==> config.mk <==
export PLATFORM = sky130hd
export DESIGN_NAME = mc_datapath_flat
export DESIGN_NICKNAME = d
export VERILOG_FILES = /design/src/rtl/mc_datapath_if.sv /design/src/rtl/mc_datapath.sv /design/src/flat_wrapper.sv
export SDC_FILE = /design/constraint.sdc
export NUM_CORES = 2
export LEC_CHECK = 0
export BUFFER_PORTS_ARGS = -buffer_cell sky130_fd_sc_hd__buf_2
export CORE_AREA = 2 2 395 299
export CTS_CLUSTER_SIZE = 40
export DETAILED_ROUTE_END_ITERATION = 16
export DIE_AREA = 0 0 397 301
export MAX_ROUTING_LAYER = met4
export PLACE_DENSITY = 0.81
export SYNTH_ARGS = -nofsm -noshare
export SYNTH_HDL_FRONTEND = slang
export SYNTH_SLANG_ARGS = --single-unit
==> constraint.sdc <==
create_clock -name clk -period 6.9 [get_ports clk]
set_input_delay 0.345 -clock clk [delete_from_list [all_inputs] [get_ports clk]]
set_output_delay 0.345 -clock clk [all_outputs]
set_load 0.005 [all_outputs]
==> src/rtl/mc_datapath_if.sv <==
// Shared instruction/data memory port of mc_datapath: the datapath is the master,
// the memory system the slave. A request completes in the cycle mem_ack is high.
interface mc_datapath_if #(
  parameter int unsigned XLEN = 32
);
  logic            mem_req;
  logic            mem_we;
  logic [XLEN-1:0] mem_addr;
  logic [XLEN-1:0] mem_wdata;
  logic [XLEN-1:0] mem_rdata;
  logic            mem_ack;

  modport master (
    output mem_req, mem_we, mem_addr, mem_wdata,
    input  mem_rdata, mem_ack
  );

  modport slave (
    input  mem_req, mem_we, mem_addr, mem_wdata,
    output mem_rdata, mem_ack
  );
endinterface

==> src/rtl/mc_datapath.sv <==
// Multi-cycle datapath (FETCH/DECODE/EXECUTE/MEM/WB) sharing one memory port for fetch and data.
// Optional performance counters cycle_cnt/instret_cnt are enabled by defining MC_DATAPATH_PERF_EN.
module mc_datapath #(
  parameter int unsigned     XLEN     = 32,
  parameter int unsigned     NREGS    = 32,
  parameter logic [XLEN-1:0] RESET_PC = {XLEN{1'b0}},
  parameter logic [XLEN-1:0] PC_INC   = {{(XLEN-1){1'b0}}, 1'b1}
) (
  input  logic             clk,
  input  logic             reset,
  mc_datapath_if.master    mem,
  input  logic [2:0]       op_kind,
  input  logic [3:0]       alu_ctrl,
  input  logic             alu_src,
  input  logic             br_inv,
  input  logic [XLEN-1:0]  imm_ext,
  output logic [XLEN-1:0]  instr,
  output logic [XLEN-1:0]  pc,
  output logic             zero,
  output logic             retire,
  output logic             illegal
`ifdef MC_DATAPATH_PERF_EN
  ,
  output logic [XLEN-1:0]  cycle_cnt,
  output logic [XLEN-1:0]  instret_cnt
`endif
);
  localparam int unsigned     RW     = (NREGS > 1) ? $clog2(NREGS) : 1;
  localparam int unsigned     SW     = $clog2(XLEN);
  localparam logic [XLEN-1:0] ZERO_C = {XLEN{1'b0}};
  localparam logic [XLEN-1:0] ONE_C  = {{(XLEN-1){1'b0}}, 1'b1};
  localparam logic [RW-1:0]   X0_C   = {RW{1'b0}};

  localparam logic [2:0] K_ALU_R  = 3'd0;
  localparam logic [2:0] K_ALU_I  = 3'd1;
  localparam logic [2:0] K_LOAD   = 3'd2;
  localparam logic [2:0] K_STORE  = 3'd3;
  localparam logic [2:0] K_BRANCH = 3'd4;
  localparam logic [2:0] K_JAL    = 3'd5;

  typedef enum logic [2:0] {
    FETCH   = 3'd0,
    DECODE  = 3'd1,
    EXECUTE = 3'd2,
    MEM     = 3'd3,
    WB      = 3'd4
  } state_e;

  state_e          state_r, next_s;
  logic [XLEN-1:0] pc_r, oldpc_r, ir_r, a_r, b_r, aluout_r, mdr_r;
  logic [XLEN-1:0] rf_r [NREGS];
  logic [2:0]      kind_r;
  logic            zero_r, mem_req_r, mem_we_r, retire_r, illegal_r;

  logic [RW-1:0]   rs1_s, rs2_s, rd_s;
  logic [XLEN-1:0] alu_b_s, alu_res_s, rd1_s, rd2_s;
  logic            ack_s, legal_s, taken_s;

  function automatic logic [XLEN-1:0] alu_f(input logic [3:0] ctrl,
                                            input logic [XLEN-1:0] a,
                                            input logic [XLEN-1:0] b);
    logic [SW-1:0] sh;
    sh = b[SW-1:0];
    case (ctrl)
      4'd0:    alu_f = a + b;
      4'd1:    alu_f = a - b;
      4'd2:    alu_f = a & b;
      4'd3:    alu_f = a | b;
      4'd4:    alu_f = a ^ b;
      4'd5:    alu_f = ($signed(a) < $signed(b)) ? ONE_C : ZERO_C;
      4'd6:    alu_f = (a < b) ? ONE_C : ZERO_C;
      4'd7:    alu_f = a << sh;
      4'd8:    alu_f = a >> sh;
      4'd9:    alu_f = $unsigned($signed(a) >>> sh);
      default: alu_f = ZERO_C;
    endcase
  endfunction

  // Operand selection, register-file reads and branch/handshake qualifiers
  always_comb begin
    rs1_s     = ir_r[15 +: RW];
    rs2_s     = ir_r[20 +: RW];
    rd_s      = ir_r[7 +: RW];
    rd1_s     = (rs1_s == X0_C) ? ZERO_C : rf_r[rs1_s];
    rd2_s     = (rs2_s == X0_C) ? ZERO_C : rf_r[rs2_s];
    alu_b_s   = alu_src ? imm_ext : b_r;
    alu_res_s = alu_f(alu_ctrl, a_r, alu_b_s);
    taken_s   = (alu_res_s == ZERO_C) ^ br_inv;
    // An ack only counts while our own request is actually on the bus
    ack_s     = mem_req_r & mem.mem_ack;
    legal_s   = (op_kind <= K_JAL);
  end

  // Sequencer state register
  always_ff @(posedge clk or negedge reset) begin
    if (!reset) begin
      state_r <= FETCH;
    end else begin
      state_r <= next_s;
    end
  end

  // Sequencer next-state logic
  always_comb begin
    next_s = state_r;
    case (state_r)
      FETCH:   next_s = ack_s ? DECODE : FETCH;
      DECODE:  next_s = legal_s ? EXECUTE : FETCH;
      EXECUTE: begin
        case (kind_r)
          K_ALU_R, K_ALU_I, K_JAL: next_s = WB;
          K_LOAD, K_STORE:         next_s = MEM;
          default:                 next_s = FETCH;
        endcase
      end
      MEM:     next_s = ack_s ? ((kind_r == K_LOAD) ? WB : FETCH) : MEM;
      WB:      next_s = FETCH;
      default: next_s = FETCH;
    endcase
  end

  // Registered bus strobes and status pulses, decoded from the upcoming state
  always_ff @(posedge clk or negedge reset) begin
    if (!reset) begin
      mem_req_r <= 1'b0;
      mem_we_r  <= 1'b0;
      retire_r  <= 1'b0;
      illegal_r <= 1'b0;
    end else begin
      mem_req_r <= (next_s == FETCH) || (next_s == MEM);
      mem_we_r  <= (next_s == MEM) && (kind_r == K_STORE);
      retire_r  <= (next_s == FETCH) &&
                   ((state_r == EXECUTE) || (state_r == MEM) || (state_r == WB));
      illegal_r <= (state_r == DECODE) && !legal_s;
    end
  end

  // Architectural registers and register file
  always_ff @(posedge clk or negedge reset) begin
    if (!reset) begin
      pc_r     <= RESET_PC;
      oldpc_r  <= ZERO_C;
      ir_r     <= ZERO_C;
      a_r      <= ZERO_C;
      b_r      <= ZERO_C;
      aluout_r <= ZERO_C;
      mdr_r    <= ZERO_C;
      zero_r   <= 1'b0;
      kind_r   <= K_ALU_R;
      rf_r     <= '{default: ZERO_C};
    end else begin
      case (state_r)
        FETCH: begin
          if (ack_s) begin
            ir_r    <= mem.mem_rdata;
            oldpc_r <= pc_r;
            pc_r    <= pc_r + PC_INC;
          end
        end
        DECODE: begin
          if (legal_s) begin
            a_r    <= rd1_s;
            b_r    <= rd2_s;
            kind_r <= op_kind;
          end
        end
        EXECUTE: begin
          zero_r   <= (alu_res_s == ZERO_C);
          aluout_r <= (kind_r == K_JAL) ? (oldpc_r + PC_INC) : alu_res_s;
          if ((kind_r == K_JAL) || ((kind_r == K_BRANCH) && taken_s)) begin
            pc_r <= oldpc_r + imm_ext;
          end
        end
        MEM: begin
          if (ack_s && (kind_r == K_LOAD)) begin
            mdr_r <= mem.mem_rdata;
          end
        end
        WB: begin
          if (rd_s != X0_C) begin
            rf_r[rd_s] <= (kind_r == K_LOAD) ? mdr_r : aluout_r;
          end
        end
        default: begin
        end
      endcase
    end
  end

`ifdef MC_DATAPATH_PERF_EN
  logic [XLEN-1:0] cycle_cnt_r, instret_cnt_r;

  // Free-running cycle counter and retired-instruction counter
  always_ff @(posedge clk or negedge reset) begin
    if (!reset) begin
      cycle_cnt_r   <= ZERO_C;
      instret_cnt_r <= ZERO_C;
    end else begin
      cycle_cnt_r   <= cycle_cnt_r + ONE_C;
      instret_cnt_r <= retire_r ? (instret_cnt_r + ONE_C) : instret_cnt_r;
    end
  end

  assign cycle_cnt   = cycle_cnt_r;
  assign instret_cnt = instret_cnt_r;
`endif

  // Data address is only presented in MEM; every other state exposes the PC
  assign mem.mem_req   = mem_req_r;
  assign mem.mem_we    = mem_we_r;
  assign mem.mem_addr  = (state_r == MEM) ? aluout_r : pc_r;
  assign mem.mem_wdata = b_r;
  assign instr         = ir_r;
  assign pc            = pc_r;
  assign zero          = zero_r;
  assign retire        = retire_r;
  assign illegal       = illegal_r;
endmodule

==> src/flat_wrapper.sv <==
// flat-port wrapper written by rule: the top's interface ports become plain ports
module mc_datapath_flat 
#(
  parameter int unsigned     XLEN     = 32,
  parameter int unsigned     NREGS    = 32,
  parameter logic [XLEN-1:0] RESET_PC = {XLEN{1'b0}},
  parameter logic [XLEN-1:0] PC_INC   = {{(XLEN-1){1'b0}}, 1'b1}
)
  (clk, reset, op_kind, alu_ctrl, alu_src, br_inv, imm_ext, instr, pc, zero, retire, illegal, mem_mem_req, mem_mem_we, mem_mem_addr, mem_mem_wdata, mem_mem_rdata, mem_mem_ack);
  mc_datapath_if #(.XLEN(XLEN)) mem_i ();
  input  logic clk;
  input  logic reset;
  input  logic [2:0] op_kind;
  input  logic [3:0] alu_ctrl;
  input  logic alu_src;
  input  logic br_inv;
  input  logic [XLEN-1:0] imm_ext;
  output logic [XLEN-1:0] instr;
  output logic [XLEN-1:0] pc;
  output logic zero;
  output logic retire;
  output logic illegal;
  output wire logic [$bits(mem_i.mem_req)-1:0] mem_mem_req;
  output wire logic [$bits(mem_i.mem_we)-1:0] mem_mem_we;
  output wire logic [$bits(mem_i.mem_addr)-1:0] mem_mem_addr;
  output wire logic [$bits(mem_i.mem_wdata)-1:0] mem_mem_wdata;
  input wire logic [$bits(mem_i.mem_rdata)-1:0] mem_mem_rdata;
  input wire logic [$bits(mem_i.mem_ack)-1:0] mem_mem_ack;
  assign mem_mem_req = mem_i.mem_req;
  assign mem_mem_we = mem_i.mem_we;
  assign mem_mem_addr = mem_i.mem_addr;
  assign mem_mem_wdata = mem_i.mem_wdata;
  assign mem_i.mem_rdata = mem_mem_rdata;
  assign mem_i.mem_ack = mem_mem_ack;
  mc_datapath #(.XLEN(XLEN), .NREGS(NREGS), .RESET_PC(RESET_PC), .PC_INC(PC_INC)) u_core (.clk(clk), .reset(reset), .mem(mem_i), .op_kind(op_kind), .alu_ctrl(alu_ctrl), .alu_src(alu_src), .br_inv(br_inv), .imm_ext(imm_ext), .instr(instr), .pc(pc), .zero(zero), .retire(retire), .illegal(illegal));
endmodule
==> summary.txt <==
Mean Syn Cell Area = 10.5 um^2
WS Path Type = reg -> reg
Cell Chain, Critical Path = inv_1 -> ha_1 -> nor4_1 -> a21boi_0 -> nor4_2 -> buf_4 -> nor4_1 -> nor3_1 -> o311a_1 -> nand4b_1 -> nor4_1 -> buf_4 -> nand4_1 -> nor4_4 -> mux2i_2 -> nand2_2 -> mux2_2
Worst EP arrival = 7.26 ns
DR vias = 64215
CTS clk-pin slew, worst paths = 0.07 ns
Critical Path End Type = register
H-tree levels = 3
CTS Buf Count = 117
RSZ-0062 raised after global routing = no
# rows = 108
Port Buf Inserts = 208
Tcrit/Tclk final = 96.4%
TritonCTS Sinks = 1259
Synth top area share = 42.8%
ANT nets after route = 0
chip width = 397 um
DR vias/cell = 7.49
Multi-input gate area = 0.0396 mm^2
FMAX = 150 MHz
first-pass GRT wire length = 430000 um
Max-slew headroom = 12.8%
Final GP Congestion = 1.12
Yosys top cell by area = dfrtp_1
post-CTS setup buffers = 0
hold crit path type = in -> async
CTS Buffer Depth = 3
worst-path cell with the longest stage delay = a21boi_0
FF-to-FF path depth = 17
Crit path largest cell delay = 0.74 ns
area grow syn2layout = 9.59%
PostCTS Resize Cnt = 0
Netlist cell types = 90
P_leak = 0.0348 uW
storage element area = 0.0315 mm^2
Worst path depth = 17
minimum clock period = 6.65 ns
total grt overflow = 0
Slew Limit Fails = 0
Worst-Margin Slew = 1.31 ns
Setup violations, final = 0
WL/cell = 34.3 um
Final nets = 7134
final hold violation count = 0
sequential share of the synthesized area = 42.8%
gr usage total = 51.2%
#FFs+latches synth = 1259
net count after synthesis = 7219
post-DP HPWL = 192000 um
Async S/R FF share, synth = 100%
Synth Instances = 7007
starting density of the core = 63.8%
CTS tree = built
most frequent cell after synthesis = dfrtp_1
hold bufs inserted after CTS = 38
initial antenna violation count = 18
largest cells by area after synthesis = dfrtp_1, mux4_2, nand2_1
Max-Cap Viols = 0
vias in the first global route = 62873
Die ar. = 0.119 mm^2
PwrDens = 418 mW/mm^2
post-synthesis cell area = 0.0736 mm^2
required time worst endpoint = 7.51 ns
Core Footprint = 0.115 mm^2
EDFF count, synth = 0
Buf/Inv on CP = 3
initial drt markers = 10374
crit path launch = u_core.a_r[10]$_DFFE_PN0P_
delay-heaviest family, CP = simple AND/OR/NAND/NOR gates
r2r startpoint = u_core.a_r[10]$_DFFE_PN0P_
IO Pins = 209
hold_ws = 0.192 ns
DRC viols = 0
Setup Skew = 0.0511 ns
Synthesis Warnings = 0
Pre-antenna DRT Iters = 6
Worst Path Max Fanout = 14
layout cell share with drive strength beyond 1 = 21.2%
Die Y-Extent = 301 um
Clk Latency, worst-skew pair = 0.77 ns
outcome = completed
synth cell count leaders = dfrtp_1, nand2_1, o21ai_0
WL final = 294000 um
largest net degree at the start of global routing = 143
fillers = 7949
critical path startpoint category = register
setup TNS = 0 ns
clock tree root driver cell = clkbuf_16
crit-path most repeated cell = nor4_1
ys flop type = dfrtp_1
VDD IR-drop max = 0.696 mV
final cells by class:
cell class | instances | share of cell area (%)
tap | 1540 | 2.39
clock buffer | 159 | 4.15
clock inverter | 53 | 0.745
sequential | 1259 | 39.1
timing repair buffer | 450 | 3.91
antenna | 16 | 0.0497
inverter | 121 | 0.566
multi-input combinational | 4973 | 49.1
sequential cells by signal, summed over array words and instances (netlist names):
register,count
u_core.a_r,32
u_core.aluout_r,32
u_core.mem.mem_req,1
u_core.kind_r,3
u_core.rf_r,1024
u_core.oldpc_r,32
u_core.state_r,3
u_core.pc,32
u_core.mem.mem_wdata,32
u_core.instr,32
u_core.mem.mem_we,1
u_core.retire,1
u_core.illegal,1
u_core.zero,1
u_core.mdr_r,32
cells in the final DEF (no fill, tap or decap), drive strengths merged, types with 124 or more instances in the layout:
master  netlist  layout
mux4        685     685
mux2i       200     200
buf          91     412
nand2       969     969
dfrtp      1259    1259
inv         119     124
o21ai       726     726
a21oi       654     654
nor2        696     696
clkbuf      563     159
ha          133     133
report_power, final:
part           leakage, uW  internal [uW]  total (uW)  switching, uW
sequential          0.0172           9140       11700           2610
clock              0.00193           3740        6790           3050
combinational       0.0156           6120       15100           9010
metal layers:
metal / up-vias / GRT usage (%) / routed length (um)
met5: - / - / 0
met4: 0 / 26.6 / 19300
met3: 1253 / 20.3 / 45000
met2: 5462 / 67.1 / 121000
met1: 31979 / 68.8 / 108000
li1: 25521 / - / -
cell families (layout without fill, tap and decap cells):
kind of cell	count (synthesis)	count (layout)	share of synthesized area, %
XOR/XNOR	56	56	0.667
buffers and inverters	775	783	4.03
AND/OR/NAND/NOR	2027	2027	11.5
multiplexers	956	956	24.8
AO/OA/AOI/OAI	1798	1798	13.8
other	0	16	0
flip-flops	1259	1259	42.8
adder cells (fa/ha/maj)	136	136	2.34
worst register-to-register path, stage by stage, from the launching register on:
cell      delay (ns)
dfrtp_1         0.62
inv_1           0.25
ha_1            0.52
nor4_1          0.54
a21boi_0        0.74
nor4_2          0.24
buf_4           0.21
nor4_1          0.25
nor3_1          0.17
o311a_1         0.50
nand4b_1        0.25
nor4_1          0.33
buf_4           0.21
nand4_1         0.21
nor4_4          0.39
mux2i_2         0.31
nand2_2         0.33
mux2_2          0.44
per-stage QoR:
stage / std cells / instance area, um^2 / setup slack (ns) / util [%] / total power, uW
3_3_place_gp: 8305 / 76300 / 0.295 / 66.2 / 25800
2_1_floorplan: 7007 / 73600 / 1.21 / - / 20500
3_5_place_dp: 8305 / 76300 / 0.313 / 66.2 / 26100
6_report: 8571 / 80600 / 0.249 / 69.9 / 33700
4_1_cts: 8555 / 80600 / 0.634 / 69.9 / 33000
5_1_grt: 8570 / 80600 / 0.0440 / 69.9 / 34800
worst paths after layout:
kind	end	slack (ns)
min in group clk	u_core.pc[20]$_DFFE_PN0P_	0.21
max in group asynchronous	u_core.rf_r[416]$_DFFE_PN0P_	4.90
hold / removal	u_core.rf_r[103]$_DFFE_PN0P_	0.19
hold reg to reg	u_core.rf_r[992]$_DFFE_PN0P_	0.40
setup reg to reg	u_core.pc[1]$_DFFE_PN0P_	0.25
setup / recovery	u_core.pc[1]$_DFFE_PN0P_	0.25
(Power assumes the default switching activity.)
